===== src/rtl/tmr_scrub_counter.sv =====
// tmr_scrub_counter: triplicated self-scrubbing up-counter with bitwise majority vote and upset tracking.
// Defining TMR_SCRUB_FAULT_INJECT_EN adds the INJ port for per-copy fault injection.
module tmr_scrub_counter #(
  parameter int WIDTH = 8,
  parameter int ERRW = 4,
  parameter logic [WIDTH-1:0] RESET_VALUE = '0
) (
  input  logic             CP,
  input  logic             CD,
  input  logic             EN,
  input  logic             LD,
  input  logic [WIDTH-1:0] D,
  output logic [WIDTH-1:0] Q,
  output logic             CO,
  output logic             ERR,
  output logic [2:0]       ERRSEL,
  output logic [ERRW-1:0]  ERRCNT,
  input  logic             ERRCLR
`ifdef TMR_SCRUB_FAULT_INJECT_EN
  ,
  input  logic [2:0]       INJ
`endif
);
  logic [WIDTH-1:0] c0_q, c1_q, c2_q, c0_d, c1_d, c2_d, v, nxt;
  logic [2:0] mm, errsel_q, errsel_d;
  logic err_q, err_d;
  logic [ERRW-1:0] errcnt_q, errcnt_d;
  always_comb begin
    v = (c0_q & c1_q) | (c1_q & c2_q) | (c0_q & c2_q);
    mm = {c2_q != v, c1_q != v, c0_q != v};
    nxt = LD ? D : (EN ? v + WIDTH'(1) : v);
`ifdef TMR_SCRUB_FAULT_INJECT_EN
    c0_d = nxt ^ {WIDTH{INJ[0]}};
    c1_d = nxt ^ {WIDTH{INJ[1]}};
    c2_d = nxt ^ {WIDTH{INJ[2]}};
`else
    c0_d = nxt;
    c1_d = nxt;
    c2_d = nxt;
`endif
    err_d = |mm;
    errsel_d = mm;
    errcnt_d = ERRCLR ? '0 : ((|mm && !(&errcnt_q)) ? errcnt_q + ERRW'(1) : errcnt_q);
  end
  always_ff @(posedge CP or posedge CD) begin
    if (CD) begin
      c0_q <= RESET_VALUE;
      c1_q <= RESET_VALUE;
      c2_q <= RESET_VALUE;
      err_q <= 1'b0;
      errsel_q <= '0;
      errcnt_q <= '0;
    end else begin
      c0_q <= c0_d;
      c1_q <= c1_d;
      c2_q <= c2_d;
      err_q <= err_d;
      errsel_q <= errsel_d;
      errcnt_q <= errcnt_d;
    end
  end
  assign Q = v;
  assign CO = EN & ~LD & (&v);
  assign ERR = err_q;
  assign ERRSEL = errsel_q;
  assign ERRCNT = errcnt_q;
endmodule


===== config.mk =====
export PLATFORM = sky130hd
export DESIGN_NAME = tmr_scrub_counter
export DESIGN_NICKNAME = d
export VERILOG_FILES = /design/src/rtl/tmr_scrub_counter.sv
export SDC_FILE = /design/constraint.sdc
export NUM_CORES = 1
export LEC_CHECK = 0
export CAP_MARGIN = 20
export CORE_UTILIZATION = 35
export DETAILED_ROUTE_END_ITERATION = 12
export GPL_TIMING_DRIVEN = 0
export PLACE_DENSITY = 0.8
export REMOVE_ABC_BUFFERS = 1
export SYNTH_ARGS = -nofsm -noshare
export SYNTH_HDL_FRONTEND = slang
export SYNTH_SLANG_ARGS = --single-unit

===== constraint.sdc =====
create_clock -name CP -period 1.3 [get_ports CP]
set_input_delay 0.13 -clock CP [delete_from_list [all_inputs] [get_ports CP]]
set_output_delay 0.13 -clock CP [all_outputs]
set_load 0.02 [all_outputs]

==> summary.txt, run 1 <==
Clock tree
  – Clock-pin transition on the worst setup and hold timing paths: 90 ps
  – TritonCTS Buffers: 3
  – Root Driver: clkbuf_4
  – Hold_buf cts: 0
  – Worst-skew pair later-pin latency: 270 ps
  – CTS tree: yes
  – H-tree depth: 1
  – Longest Clk Path Bufs: 2
  – TritonCTS Sinks: 12

STA
  – Clock Skew: 5.220 ps
  – Hold slack: 159.0 ps
  – Slew Limit Fails: 0
  – Setup WS post-layout: -150.4 ps
  – Setup violators final: 2
  – Min Clock Period, post-route: 1450 ps
  – Maximum clock rate: 689.5 MHz
  – Final Hold Fails: 0
  – Worst slew pin tran: 660.7 ps
  – RSZ-0062 raised after global routing: true
  – Rel. slew slack: a little under three fifths
  – Crit share post-route: 111.6%

Placed design
  – Placed Cells: 102
  – Placer Congestion: 0.6895
  – Port Buffer Count: 25
  – Hpwl dp: 955.2 µm
  – Post-DP Area: 859.6 µm²

Yosys
  – Post-synthesis area per instance: 9.605 µm²
  – Cell variety after synth: 19
  – Area contributors post-synth: dfrtp_1 (48%), nor2b_1 (7.0%), buf_4 (6.0%)
  – Share of the synthesized area in the top cell type: 48.10%
  – Sequential share of the synthesized area: 48.10%
  – YS warnings: 0
  – #FFs+latches synth: 12
  – Post-synth top area cell: dfrtp_1
  – Netlist Area Pre-Place: 624.3 µm²
  – Mapped Cells: 65

Setup path
  – Setup crit end kind: output port
  – R2r endpoint: c2_q[6]
  – Reg-to-Reg Start: c2_q[1]
  – WP data required: 1170 ps
  – Critical path startpoint category: flop
  – Crit path max fanout: 2
  – R2R setup slack: -130 ps
  – Setup CP Type: flop to output port
  – Setup crit start: c2_q[1]
  – CP endpoint: CO
  – Worst endpoint data arrival time: about 1300 ps
  – Reg2Reg Depth: 5

Final layout
  – Most common cell after layout, fill and taps aside: dlygate4sd2_1
  – Finished Core Util: approximately three fifths
  – Layout cells sized above 1: 17.71%
  – Final instance area: about 940 µm²
  – Most frequent cells in the layout: dlygate4sd2_1 (11), dfrtp_1 (10), nand2_1 (10), clkdlybuf4s50_1 (10)
  – Finished Layout Cells: approximately 110
  – Diode count: 0
  – Area Growth Syn to Fin: 50.70%
  – NumNets Final: 111
  – Fillers: 154

Global route
  – Routing usage on met1: 19.54%
  – Largest net degree at the start of global routing: 21
  – Layer with the highest usage: met2
  – Met2 Use GR: 29.41%
  – GRT met3 Usage: 4.898%
  – Initial antenna violation count: 0
  – Vias in the first global route: around 550
  – Tot GR Track Use: between 15 and 20%
  – GRT Residual Overflow: 0
  – Global-route wire length before repair: approximately 2300 µm

Floorplanning
  – Initial core utilization: 39.60%
  – Die W: 44.24 µm
  – Die Ht: 44.24 µm
  – Die ar.: 1957 µm²
  – Core footprint: about 1600 µm²
  – FP Rows: 14
  – IO Count: 30

Status
  – Failing checks: negative setup slack
  – Status: finished with violations

Detailed routing
  – Routed vias: 565
  – DR DRC count: 0
  – Routed WL per cell: ~12 µm
  – Router iterations before antenna repair: 5
  – Iteration-0 DRC Markers: 4
  – Final ANT Viol Nets: 0
  – Vias per Instance: 5.045
  – Final wirelength: between 1000 and 1500 µm

Run
  – Max_cap viols: 0

Power
  – VDD IR max: approximately 740 µV
  – Static leakage: 0.4407 nW
  – Overall Power: 0.9828 mW
  – Power per Cell Area: 1044 nW/µm²

Worst hold path
  – Hold WC Path Type: input pin to asynchronous set/reset pin
==> flip-flops by register name (all words and copies together), names as in the netlist <==
register	flops
ERRCNT	4
c2_q	8
==> where the power goes <==
| group | leakage [nW] | switching (mW) | internal (mW) |
|---|---|---|---|
| registers | 0.151 | 0.0329 | 0.402 |
| clock network | 0.0210 | 0.138 | 0.170 |
| logic | 0.269 | 0.128 | 0.113 |
==> cell families (layout without fill, tap and decap cells) <==
| kind of cell | count (synthesis) | count (layout) | share of synthesized area [%] |
|---|---|---|---|
| AND/OR/NAND/NOR | 29 | 29 | 27.05 |
| flip-flops | 12 | 12 | 48.10 |
| buffers and inverters | 9 | 37 | 8.617 |
| AO/OA/AOI/OAI | 8 | 8 | 6.413 |
| XOR/XNOR | 4 | 4 | 5.612 |
| adder cells (fa/ha/maj) | 1 | 1 | 2.004 |
| other | 1 | 4 | 0.6006 |
| multiplexers | 1 | 1 | 1.603 |
==> routing by layer <==
layer | wire length, µm | vias to the layer above
li1 | - | 276
met4 | 0 | 0
met5 | 0 | -
met2 | 728 | 19
met1 | 599 | 270
met3 | 62 | 0
==> cell usage after synthesis, drive strengths merged <==
cell / instances
nand3: 5
xnor2: 1
o21ai: 8
inv: 2
or4: 3
nor4: 1
dfrtp: 12
nand4: 3
clkbuf: 1
mux2i: 1
nor2b: 7
ha: 1
xor2: 3
conb: 1
buf: 6
nand2: 10
==> final cells by class <==
type | count | area, µm² | share of cell area, %
well taps | 16 | 20.02 | 2.128
clock buffers | 4 | 36.28 | 3.856
inverters | 2 | 7.507 | 0.7979
repair buffers | 31 | 279.0 | 29.65
flip-flops and latches | 12 | 302.8 | 32.18
multi-input cells | 47 | 295.3 | 31.38
==> what timing repair did <==
item                       CTS  global route
buffers inserted             3             3
setup endpoints to repair   16             8
gates resized for setup     22             6
hold endpoints to repair     0             0
pin swaps                    2             3
==> how the worst min path moves through the flow <==
stage	from	end	slack, ps	depth (start not counted)
final	CD	c2_q[5]	160	2
after global routing	CD	ERRCNT[3]	230	2
after CTS	CD	ERRCNT[3]	180	2
after detailed placement	CD	ERRCNT[3]	480	2
after global placement	CD	c2_q[5]	460	2
after floorplan	CD	ERRCNT[0]	-5	1
==> per-stage QoR <==
| stage | setup WS (ps) | TNS, ps |
|---|---|---|
| 2_1_floorplan | -389.8 | -562.9 |
| 3_3_place_gp | -720.7 | -1734 |
| 3_5_place_dp | -736.1 | -1847 |
| 4_1_cts | -241.9 | -241.9 |
| 5_1_grt | -250.8 | -514.7 |
| 6_report | -150.4 | -284.2 |
==> critical path: stages (launching register included) <==
cell and delay, ps:
dfrtp_1 370, ha_2 200, nand3_2 90, nor4_2 210, buf_4 180
Power figures use the tool's default switching activity.
==> run 2, diff against run 1 <==
--- a/config.mk
+++ b/config.mk
@@ -6,6 +6,7 @@
 export NUM_CORES = 1
 export LEC_CHECK = 0
 export CAP_MARGIN = 20
+export CORE_MARGIN = 2
 export CORE_UTILIZATION = 35
 export DETAILED_ROUTE_END_ITERATION = 12
 export GPL_TIMING_DRIVEN = 0
==> run 2 against run 1 <==
Against the previous run: critical path depth unchanged; clock-buffer cell count stayed put; combinational power shrank 2%; first-iteration DRC count up 25%; via count down 3.7%; sequential cell count unchanged; highest routed layer is now met4; fmax down 2.4%; power shrank 0.41%; global-route usage decreased by 2.7 points; the run still ends with negative setup slack left; wire length fell by 3.0%; worst hold slack got worse by 9.8 ps.
==> summary.txt, run 2 (synthesis gave the netlist of run 1 again) <==
Detailed routing
  – Router iterations before antenna repair: 2 (-3)
  – Vias per Instance: 4.571 (-9.4%)
  – Final ANT Viol Nets: 0 (unchanged)
  – Final wirelength: 1348 µm (-3.0%)
  – DR DRC count: 0 (unchanged)
  – Iteration-0 DRC Markers: 5 (+1)
  – Routed WL per cell: 11.33 µm (-8.7%)
  – Routed vias: 544 (-3.7%)

Placed design
  – Hpwl dp: 929.7 µm (-2.7%)
  – Placer Congestion: 0.6936 (+0.59%)
  – Port Buffer Count: 25 (unchanged)
  – Post-DP Area: 870.8 µm² (+1.3%)

Global route
  – Largest net degree at the start of global routing: 21 (unchanged)
  – Tot GR Track Use: 14.08% (-2.7 points)
  – Global-route wire length before repair: 1994 µm (-15%)
  – GRT Residual Overflow: 0 (unchanged)
  – Vias in the first global route: 460 (-16%)
  – Initial antenna violation count: 0 (unchanged)

Power
  – Static leakage: 0.4389 nW (-0.40%)
  – Power per Cell Area: 1028 nW/µm² (-1.6%)
  – VDD IR max: 536.9 µV (-28%)

Setup path
  – Worst endpoint data arrival time: 1360 ps (+40 ps)
  – R2R setup slack: 50 ps (+180 ps)
  – Reg2Reg Depth: 4 (-1)
  – Critical path startpoint category: flop
  – Crit-path cells: ha_2 > nand3_4 > nor4_2 > buf_4
  – R2r endpoint: c2_q[6]
  – CP Depth: 4 (unchanged)
  – CP Buf/Inv Count: 1 (unchanged)
  – CP top delay family: flip-flops
  – Crit path max fanout: 3 (+1)
  – WP data required: 1170 ps (about the same)
  – Crit-path slowest cell: dfrtp_1
  – Setup CP Type: flop to output port
  – CP peak stage delay: 370 ps (about the same)
  – Setup crit end kind: output port
  – Reg-to-Reg Start: c2_q[1]

Clock tree
  – TritonCTS Sinks: 12 (unchanged)
  – Root Driver: clkbuf_4
  – Hold_buf cts: 0 (unchanged)
  – CTS tree: yes
  – Worst-skew pair later-pin latency: 280 ps (about the same)
  – Clock-pin transition on the worst setup and hold timing paths: 80 ps (about the same)
  – TritonCTS Buffers: 3 (unchanged)
  – Longest Clk Path Bufs: 2 (unchanged)
  – H-tree depth: 1 (unchanged)

STA
  – Final Hold Fails: 0 (unchanged)
  – Worst slew pin tran: 629.0 ps (-31.69 ps)
  – Setup WS post-layout: -186.1 ps (-35.65 ps)
  – Min Clock Period, post-route: 1486 ps (+35.65 ps)
  – RSZ-0062 raised after global routing: true
  – Rel. slew slack: 58.06% (+2.1 points)
  – Crit share post-route: 114.3% (+2.7 points)
  – Clock Skew: 2.000 ps (-3.220 ps)
  – Maximum clock rate: 672.9 MHz (-2.4%)
  – Setup TNS: -186.1 ps (+98.10 ps)
  – Setup violators final: 1 (-1)
  – Slew Limit Fails: 0 (unchanged)

Final layout
  – Footprint of the multi-input gates: 311.5 µm² (+5.5%)
  – Area Growth Syn to Fin: 52.50%
  – Most common cell after layout, fill and taps aside: dlygate4sd2_1
  – Flip-flop count of the largest register after layout: 8 (unchanged)
  – NumNets Final: 109 (-1.8%)
  – Total area of sequential cells: 302.8 µm² (unchanged)
  – Layout cells sized above 1: 18.09% (+0.38 points)
  – Fillers: 162 (+5.2%)
  – Diode count: 0 (unchanged)
  – Most frequent cells in the layout: dlygate4sd2_1 (12), dfrtp_1 (10), nand2_1 (10), clkdlybuf4s50_1 (10), nor2b_1 (7)
  – Final instance area: 952.2 µm² (+1.2%)
  – Reg with most FFs: c2_q

Status
  – Status: finished with violations
  – Failing checks: negative setup slack

Floorplanning
  – Core footprint: 1708 µm² (+8.3%)
  – Die Ht: 46.24 µm (+4.5%)
  – FP Rows: 15 (+1)
  – Die W: 46.24 µm (+4.5%)
  – Initial core utilization: 36.56% (-3.0 points)
  – IO Count: 30 (unchanged)
  – Die ar.: 2138 µm² (+9.2%)

Run
  – Max_cap viols: 0 (unchanged)

Worst hold path
  – Hold WC Path Type: input pin to asynchronous set/reset pin
[run 2: cell count changes in the layout (fill, tap and decap cells not counted), sizes merged]
cell           previous run  this run
buf                       7         5
clkdlybuf4s15             3         2
dlygate4sd2              11        12
[run 2: cell type report]
cell class              instances  share of cell area (%)
clock buffers                   4                   3.811
inverters                       2                  0.7884
multi-input cells              47                   32.72
flip-flops and latches         12                   31.80
well taps                      25                   3.285
repair buffers                 29                   27.60
[run 2: power breakdown]
part	switching (mW)	internal (mW)	total, mW
combinational	0.127	0.109	0.236
sequential	0.0338	0.402	0.436
clock	0.136	0.170	0.307
total	0.298	0.681	0.979
[run 2: worst register-to-register path, delay by kind of cell, from the launching register on]
family,cells,cell delay (ps)
fa+ha+maj,1,220
flops,1,370
simple gates,3,600
[run 2: metal layers]
layer / wire, µm / vias up / GRT usage, %
li1: - / 274 / -
met1: 583 / 244 / 16.55
met2: 636 / 20 / 20.83
met3: 63 / 6 / 1.961
met4: 65 / 0 / 14.86
met5: 0 / - / 0
[run 2: metrics by stage]
step | util [%] | hold slack [ps] | worst slack [ps] | std cells | power [mW]
6_report | 55.75 | 149.2 | -186.1 | 119 | 0.9787
5_1_grt | 55.75 | 220.1 | -242.6 | 119 | 1.030
4_1_cts | 53.11 | 170.0 | -203.9 | 117 | 0.9760
3_5_place_dp | 50.99 | 478.6 | -729.7 | 111 | 0.6715
3_3_place_gp | 50.99 | 459.8 | -719.0 | 111 | 0.6654
2_1_floorplan | - | -5.301 | -389.8 | 61 | 0.5506
[run 2: repair_timing]
action,CTS,global route
endpoints found under the setup margin,16,5
pin swaps,0,4
buffers inserted,2,3
gates resized for setup,21,9
[run 2: how the worst max path moves through the flow]
stage	slack, ps	start	endpoint
after global routing	-240	c2_q[1]	CO
after global placement	-720	LD	CO
after CTS	-200	c2_q[0]	CO
after detailed placement	-730	LD	CO
final	-190	c2_q[1]	CO
after floorplan	-390	c2_q[0]	CO
==> run 3, diff against run 2 <==
--- a/config.mk
+++ b/config.mk
@@ -5,7 +5,7 @@
 export SDC_FILE = /design/constraint.sdc
 export NUM_CORES = 1
 export LEC_CHECK = 0
-export CAP_MARGIN = 20
+export ABC_CLOCK_PERIOD_IN_PS = 1300
 export CORE_MARGIN = 2
 export CORE_UTILIZATION = 35
 export DETAILED_ROUTE_END_ITERATION = 12
==> results of run 3 <==
Final layout, timing and power as in run 2 (identical DEF).
